==> src/rtl/fifo_seq_checker_pkg.sv <==
// Shared definitions for the FIFO stream test blocks: FSM encoding, LFSR polynomial and default seed.
package fifo_seq_checker_pkg;

  typedef enum logic {
    ST_SYNC  = 1'b0,
    ST_CHECK = 1'b1
  } state_t;

  localparam logic [15:0] LFSR_MASK         = 16'hB400;
  localparam logic [15:0] LFSR_SEED_DEFAULT = 16'hACE1;

  // One step of the right-shifting 16-bit Galois LFSR.
  function automatic logic [15:0] lfsr_step(input logic [15:0] q);
    return q[0] ? ((q >> 1) ^ LFSR_MASK) : (q >> 1);
  endfunction

endpackage

==> src/rtl/fifo_seq_checker_lfsr16.sv <==
// Free-running 16-bit Galois LFSR; also used by the matching counter source to throttle pushes.
module lfsr16
  import fifo_seq_checker_pkg::*;
#(
  parameter logic [15:0] SEED = LFSR_SEED_DEFAULT
) (
  input  logic        clk,
  input  logic        rst,
  output logic [15:0] q
);

  logic [15:0] r_q;

  always_ff @(posedge clk) begin
    if (rst) r_q <= SEED;
    else     r_q <= lfsr_step(r_q);
  end

  assign q = r_q;

endmodule

==> config.mk <==
export PLATFORM = sky130hd
export DESIGN_NAME = lfsr16
export DESIGN_NICKNAME = d
export VERILOG_FILES = /design/src/rtl/fifo_seq_checker_pkg.sv /design/src/rtl/fifo_seq_checker_lfsr16.sv
export SDC_FILE = /design/constraint.sdc
export NUM_CORES = 1
export LEC_CHECK = 0
export BUFFER_PORTS_ARGS = -buffer_cell sky130_fd_sc_hd__buf_2
export CORE_AREA = 8 8 45 47
export CTS_BUF_LIST = sky130_fd_sc_hd__clkbuf_8
export DETAILED_ROUTE_END_ITERATION = 10
export DIE_AREA = 0 0 53 55
export GPL_TIMING_DRIVEN = 0
export MAX_ROUTING_LAYER = met4
export PLACE_DENSITY = 0.64
export SLEW_MARGIN = 15
export SYNTH_ARGS = -nofsm -noshare
export SYNTH_HDL_FRONTEND = slang
export SYNTH_SLANG_ARGS = --single-unit
export TNS_END_PERCENT = 100
==> constraint.sdc <==
create_clock -name clk -period 0.8 [get_ports clk]
set_input_delay 0.04 -clock clk [delete_from_list [all_inputs] [get_ports clk]]
set_output_delay 0.04 -clock clk [all_outputs]
set_load 0.03 [all_outputs]
==> impl.org, run 1 <==
** Setup path
- The worst register-to-register path ends at q[10].
- Required time worst endpoint :: 0.76 ns
- Worst setup EP type :: output pin
- The worst setup path is of the reg -> out kind.
- The worst register-to-register path begins at q[0].
- Data on the critical path arrives at its endpoint at 0.76 ns.
- Grouping stages by cell kind, the critical path spends the most delay in flip-flops.
- The worst setup path is launched from a flop.
- Sequence of cells on the critical path :: buf_6
- Slowest cell on the critical path :: sky130_fd_sc_hd__dfxtp_4
- Delay contributed by the slowest stage of the critical path :: 0.38 ns
- Register-to-register setup slack :: 0.06 ns
- Measured in cells, the most critical reg-to-reg path has a length of 2.
- Of all nets on the critical path, the largest fanout is 5.
- The number of buffers and inverters on the critical path is 1.

** Timing
- The max-slew violation count came to 0.
- Fmax achieved :: 1250 MHz
- Final Hold Viols :: 0
- Transition time at the pin with the least slew margin :: approximately 0.15 ns
- Final period utilization :: 100%
- Total negative slack for setup checks :: -0.00101 ns
- Setup violations remaining at the end of the flow were counted as 1.
- The smallest clock period supported by the final layout is computed as approximately 0.80 ns.
- Setup repair after global routing missed its margin :: yes
- Once routing completed, OpenROAD measured the worst setup slack at -0.00101 ns.
- The clock arrives with approximately 0.0021 ns of skew.
- Worst rel slew slack :: 89.7%

** Finish
- Of the cells placed in the final design, the portion with a size suffix greater than 1 is 54.4%.
- Number of non-filler instances in the completed layout :: 73
- Area of all sequential standard cells :: roughly 330 um2
- Summing all multi-input logic gate instances after layout gives 131 um2.
- The number of antenna diodes in the final layout is 0.
- The net count of the finished layout is 60.
- Final cell utilization of the core :: between 50% and 60%
- Largest register FFs :: 16
- Fill cells in the final layout number about 140.
- From synthesis to final layout, the design area changed by 55.1%.

** Clocking
- After clock tree synthesis, the flow added hold-fix buffers numbering 0.
- Sink count of the clock tree :: 16
- Master cell of the clock root buffer :: sky130_fd_sc_hd__clkbuf_8
- CTS tree :: yes
- Total clock buffers created by CTS :: 3
- Clock Path Buffers :: 2
- Worst-path clk slew :: 0.06 ns
- Clock latency on the worst-skew pair :: between 0.2 and 0.25 ns
- In this run the number of H-tree levels came out at 1.
- Buffers added to address setup during post-CTS repair amount to 0.

** Logic synthesis
- Number of distinct standard cells referenced by the synthesized netlist :: 8
- Combinational family with the most area after synthesis :: simple AND/OR/NAND/NOR gates
- Mapped Nets :: 38
- Sequential element share of the synthesized area :: 69.2%
- The synthesized design contains 0 enable-type register cells.
- A synthesized cell averages roughly 13 um2.
- For this run, asynchronously set or reset flops after synthesis account for 0%.
- Simple-gate area share of the yosys netlist :: 22.7%
- Multiplexer area fraction after synthesis :: 0%
- The synthesized netlist devotes 0% of its cell area to compound gates.
- Count of mapped cells out of synthesis :: 36
- Biggest area consumer among synthesized cells :: sky130_fd_sc_hd__dfxtp_1
- Leading cell types by total area after synthesis :: sky130_fd_sc_hd__dfxtp_1 69%, sky130_fd_sc_hd__and2b_1 9.7%, sky130_fd_sc_hd__or2_1 8.1%, sky130_fd_sc_hd__xnor2_1 5.7%, sky130_fd_sc_hd__nand2b_1 2.7%
- Area share of the largest cell type after synthesis :: 69.2%
- Post-Synthesis Cell Area :: 463 um2
- The most used flip-flop cell after synthesis is sky130_fd_sc_hd__dfxtp_1.
- sky130_fd_sc_hd__dfxtp_1 is the most common cell in the netlist.
- Parity-gate share of the synthesized area counting xor and xnor cells :: 5.68%
- By count the netlist is led by 16 x sky130_fd_sc_hd__dfxtp_1, 6 x sky130_fd_sc_hd__and2b_1, 6 x sky130_fd_sc_hd__or2_1.
- The Yosys step of the flow raised 0 warnings.
- Share of synthesized cell area in full adder, half adder and majority cells :: 0%
- Flops & latches, synth :: 16

** Power
- Post-layout power :: roughly 1900 uW
- Power per cell area :: 2620 nW/um2
- Leakage power of the design :: 0.000323 uW
- IR Drop Worst-Case VDD :: 1.30 mV

** Place
- Gpl congestion :: 0.580
- The HPWL after detailed placement is 609 um.
- Buffers placed on the I/O ports in this run total 17.
- DP Cell Count :: 69

** Route
- Vias post-DR :: about 300
- Via-per-instance ratio :: 4.23
- Number of DRC violations after detailed-routing iteration 0 :: 2
- Wirelength per Cell :: 11.8 um
- For this block, the routed nets add up to around 860 um of wire.
- Once detail routing completed, the nets flagged for antenna violations numbered 0.
- The first TritonRoute pass finished after 2 iterations.
- For this run, design rule violations remaining after detail routing come to 0.

** Global routing
- Maximum number of pins on one net before global-route repair :: 11
- Summed over all layers, the global routing overflow is 0.
- Vias in the first global route :: slightly below 300
- Number of antenna violations at the first check in global routing :: 0
- Wire length of the first global-routing pass :: 1320 um
- Global routing consumed, over all layers together, 6.74% of the routing resources.

** Floorplan
- Placement Rows :: 14
- The die covers 2920 um2.
- The die is 53 um wide.
- For this configuration, the core starts out at a cell density of 33.5%.
- 18 I/O pins were placed.
- Height of the die :: 55 um
- The region available for standard cell placement spans 1380 um2.

** Min path
- The worst hold path terminates at q[14].
- The worst hold path was traced through 2 stages.
- The startpoint identified for the worst hold timing path is rst.
- The tightest min-delay check is of the in -> reg type.

** Run status
- The checks that failed: negative setup slack.
- The flow ran to the end, but the final reports show violations.

** Job
- Max-capacitance violation count :: 0
report_power, final:
| part | switching (uW) | total [uW] | internal, uW |
|---|---|---|---|
| clock | 254 | 690 | 436 |
| combinational | 158 | 293 | 136 |
| sequential | 40.2 | 900 | 860 |
| total | 452 | 1880 | 1430 |
metrics by stage:
stage               worst slack (ns)  hold slack [ns]  cell area [um2]
CTS                         -0.00870            0.144              669
detailed placement             0.106            0.396              573
global placement               0.113            0.392              573
floorplan                     0.0399            0.215              468
finish                      -0.00101            0.142              718
global route                 -0.0266            0.152              718
cell type report:
cell class / count / share of cell area (%)
repair buffers: 17 / 23.2
well taps: 16 / 2.79
plain buffers: 1 / 1.57
multi-input cells: 19 / 18.3
flip-flops and latches: 16 / 46.5
clock buffers: 4 / 7.67
worst max-delay path by stage:
stage / start / end / slack (ns) / cells past startpoint
6_report: q[0] / q[0] / -0.001 / 1
4_1_cts: q[0] / q[0] / -0.009 / 1
2_1_floorplan: q[0] / q[13] / 0.04 / 2
3_5_place_dp: q[0] / q[13] / 0.11 / 2
3_3_place_gp: q[0] / q[10] / 0.11 / 2
5_1_grt: q[0] / q[0] / -0.03 / 1
kinds of logic after synthesis:
family / after synthesis
XOR/XNOR: 3
buffers and inverters: 1
flip-flops: 16
AND/OR/NAND/NOR: 16
cell usage in the layout, fill, tap and decap left out, drive strengths merged:
cell type,count
and2b,6
buf,18
clkbuf,4
dfxtp,16
nand2b,2
nor2,1
nor2b,1
or2,6
xnor2,3
what timing repair did:
item | CTS | global route
setup endpoints to repair | 14 | 13
gates resized for setup | 16 | 19
hold endpoints to repair | 0 | 0
per-layer routing:
| layer | global-route usage, % | up-vias | routed length [um] |
|---|---|---|---|
| met1 | 7.41 | 145 | 368 |
| li1 | - | 149 | - |
| met2 | 8.79 | 13 | 375 |
| met5 | - | - | 0 |
| met4 | 5.17 | 0 | 15 |
| met3 | 3.74 | 2 | 103 |
(Power assumes the default switching activity.)
==> run 2, diff against run 1 <==
--- a/config.mk
+++ b/config.mk
@@ -6,13 +6,15 @@
 export NUM_CORES = 1
 export LEC_CHECK = 0
 export BUFFER_PORTS_ARGS = -buffer_cell sky130_fd_sc_hd__buf_2
-export CORE_AREA = 8 8 45 47
+export CELL_PAD_IN_SITES_DETAIL_PLACEMENT = 2
+export CELL_PAD_IN_SITES_GLOBAL_PLACEMENT = 2
+export CORE_MARGIN = 8
+export CORE_UTILIZATION = 26
 export CTS_BUF_LIST = sky130_fd_sc_hd__clkbuf_8
 export DETAILED_ROUTE_END_ITERATION = 10
-export DIE_AREA = 0 0 53 55
 export GPL_TIMING_DRIVEN = 0
 export MAX_ROUTING_LAYER = met4
-export PLACE_DENSITY = 0.64
+export PLACE_DENSITY = 0.73
 export SLEW_MARGIN = 15
 export SYNTH_ARGS = -nofsm -noshare
 export SYNTH_HDL_FRONTEND = slang
==> run 2 against run 1 <==
  * The run still ends with negative setup slack left
  * Register-to-register slack improved by 0.03 ns
  * Sequential power about the same
  * First-iteration DRC count decreased by 100%
  * Critical path type unchanged
  * Largest cell class unchanged
  * Highest routed layer unchanged
==> impl.org, run 2 (synthesis gave the netlist of run 1 again) <==
** Timing
- Setup repair after global routing could not meet its margin everywhere.
- The worst slew margin relative to its limit is 90.2% (+0.55 points).
- The minimum setup slack in the final design was -0.00797 ns (-0.00696 ns).
- The setup skew after layout was 0.000483 ns (-0.00159 ns).
- Worst hold-check slack :: 0.147 ns (+0.00464 ns)
- Transition time at the pin with the least slew margin :: 0.145 ns (-0.00821 ns)
- The minimum period implied by the final worst setup slack was 0.808 ns (+0.00696 ns).
- The final count of hold timing violations was 0 (unchanged).
- Fmax achieved :: 1240 MHz (-0.86%)
- Final period utilization :: 101% (+0.87 points)
- Number of endpoints failing setup at the final stage :: 1 (unchanged)
- Count of pins over their slew limit :: 0 (unchanged)

** Setup path
- Worst setup path class :: reg -> out
- Slowest cell on the critical path :: sky130_fd_sc_hd__dfxtp_4
- Critical Path Fanout Max :: 5 (unchanged)
- The count of buffer and inverter cells on the critical path was 1 (unchanged).
- Data arrival time at the worst-slack endpoint :: 0.77 ns (about the same)
- Sequence of cells on the critical path :: buf_6
- Delay contributed by the slowest stage of the critical path :: 0.39 ns (about the same)
- STA classifies the critical path endpoint as an output pin.
- The cell family contributing the most delay on the critical path is flip-flops.
- Required time worst endpoint :: 0.76 ns (about the same)
- The worst setup path is launched from a flop.

** Route
- Via-per-instance ratio :: 3.80 (-10%)
- Total wire length after detailed routing :: 1000 um (+16%)
- Final antenna-violating net count :: 0 (unchanged)
- The routed wire length per instance came to 12.2 um (+3.4%).
- The total number of vias is 312 (+0.97%).
- Iteration count of the initial detailed-routing pass :: 1 (-1)
- The violation count after the first detailed-route iteration is 0 (-2).
- Post-route DRC :: 0 (unchanged)

** Power
- Power per cell area :: 2590 nW/um2 (-1.3%)
- Combinational fraction of design power :: 15.5% (about the same)
- IR Drop Worst-Case VDD :: 1.46 mV (+12%)
- The cell leakage power is 0.000324 uW (+0.28%).
- The sequential group share of total power is 47.7% (about the same).
- The switching power came to 458 uW (+1.5%).
- The switching part of the total power came to 24.3% (+0.34 points).
- The cell-internal power was 1430 uW (-0.37%).
- Clock network fraction of total power :: 36.8% (+0.2 points)

** Place
- The weighted congestion at the end of routability-driven global placement is 0.650 (+12%).
- The worst setup slack after placement was 0.0989 ns (-0.00739 ns).
- DP Cell Count :: 78 (+13%)
- IO buf count :: 17 (unchanged)

** Floorplan
- Placement Rows :: 15 (+1)
- I/O pin cnt :: 18 (unchanged)
- Height of the die :: 58.2 um (+5.8%)
- The floorplan die area came to 3390 um2 (+16%).
- Initial cell density of the core :: 27.1% (-6.3 points)
- Area of the core :: 1710 um2 (+23%)
- Die Span X :: 58.2 um (+9.8%)

** Clocking
- Sink count of the clock tree :: 16 (unchanged)
- Worst-path clk slew :: 0.06 ns (about the same)
- CTS tree :: yes
- Master cell of the clock root buffer :: sky130_fd_sc_hd__clkbuf_8
- Max H-tree Level :: 1 (unchanged)
- Clock latency on the worst-skew pair :: 0.24 ns (about the same)
- The TritonCTS buffer count came to 3 (unchanged).
- Clock Path Buffers :: 2 (unchanged)

** Job
- The max-cap violation count was 0 (unchanged).

** Global routing
- The maximum number of pins on one net before global-route repair came to 11 (unchanged).
- Overall fraction of global-route tracks in use :: 6.31% (-0.43 points)
- Remaining Overflow, GRT :: 0 (unchanged)
- Wire length of the first global-routing pass :: 1540 um (+16%)
- The number of global-route vias before repair came to 341 (+15%).
- The initial antenna violation count was 0 (unchanged).

** Finish
- Antenna diodes :: 0 (unchanged)
- The final standard cell utilization of the core came to 42.6% (-9.3 points).
- The top cell types in the final layout, fill and taps aside, are 12 x sky130_fd_sc_hd__buf_6, 8 x sky130_fd_sc_hd__dfxtp_1, 7 x sky130_fd_sc_hd__dfxtp_2, 6 x sky130_fd_sc_hd__and2b_1, 6 x sky130_fd_sc_hd__or2_1.
- The number of flip-flops in the largest register was 16 (unchanged).
- Relative to the synthesized area, the layout overhead comes to 57.3%.
- The count of nets after finishing came to 60 (unchanged).
- Number of non-filler instances in the completed layout :: 82 (+12%)
- Most common library cell in the layout ignoring fill and taps :: sky130_fd_sc_hd__buf_6
- Fraction of final layout cells with drive strength greater than 1 :: 52.6% (-1.8 points)
- Number of filler instances in the final layout :: 167 (+21%)

** Min path
- Tightest Hold Check Type :: in -> reg

** Run status
- The run finished, with violations left.
- Failing checks :: negative setup slack
==> run 2: what timing repair did <==
action,in CTS,in global routing
setup buffers,0,0
hold buffers,0,0
setup endpoints to repair,16,11
pin swaps,0,0
resized for setup,20,12
==> run 2: final timing paths <==
path         from  endpoint  slack, ns  cells after the start
max          q[0]      q[0]     -0.008                      1
min reg2reg  q[1]      q[0]       0.44                      1
max reg2reg  q[0]     q[10]       0.09                      2
min           rst      q[3]       0.15                      2
==> run 2: power by group through the flow <==
stage                     sequential, uW  clock, uW  combinational [uW]
after floorplan                     1010          0                57.8
after global routing                 904        746                 309
final                                899        694                 291
after CTS                            893        725                 284
after global placement               904          0                 242
after detailed placement             906          0                 246
==> run 2: metal layers <==
layer	global-route usage (%)	vias up	routed length, um
li1	-	149	-
met1	6.84	148	475
met2	9.08	13	425
met3	2.21	2	77
met4	5.24	0	24
met5	-	-	0
==> run 2: cell type report <==
cell class,instances,area (um2),area share [%]
sequential,16,333,45.7
buffer,1,11.3,1.55
multi-input combinational,19,131,18.0
clock buffer,4,55.1,7.56
tap,25,31.3,4.30
timing repair buffer,17,166,22.9
==> run 2: metrics by stage <==
step	area (um2)	total power [uW]	TNS [ns]
3_5_place_dp	584	1150	0
4_1_cts	693	1900	-0.0243
5_1_grt	728	1960	-0.0274
3_3_place_gp	584	1150	0
2_1_floorplan	468	1070	0
6_report	728	1880	-0.00797
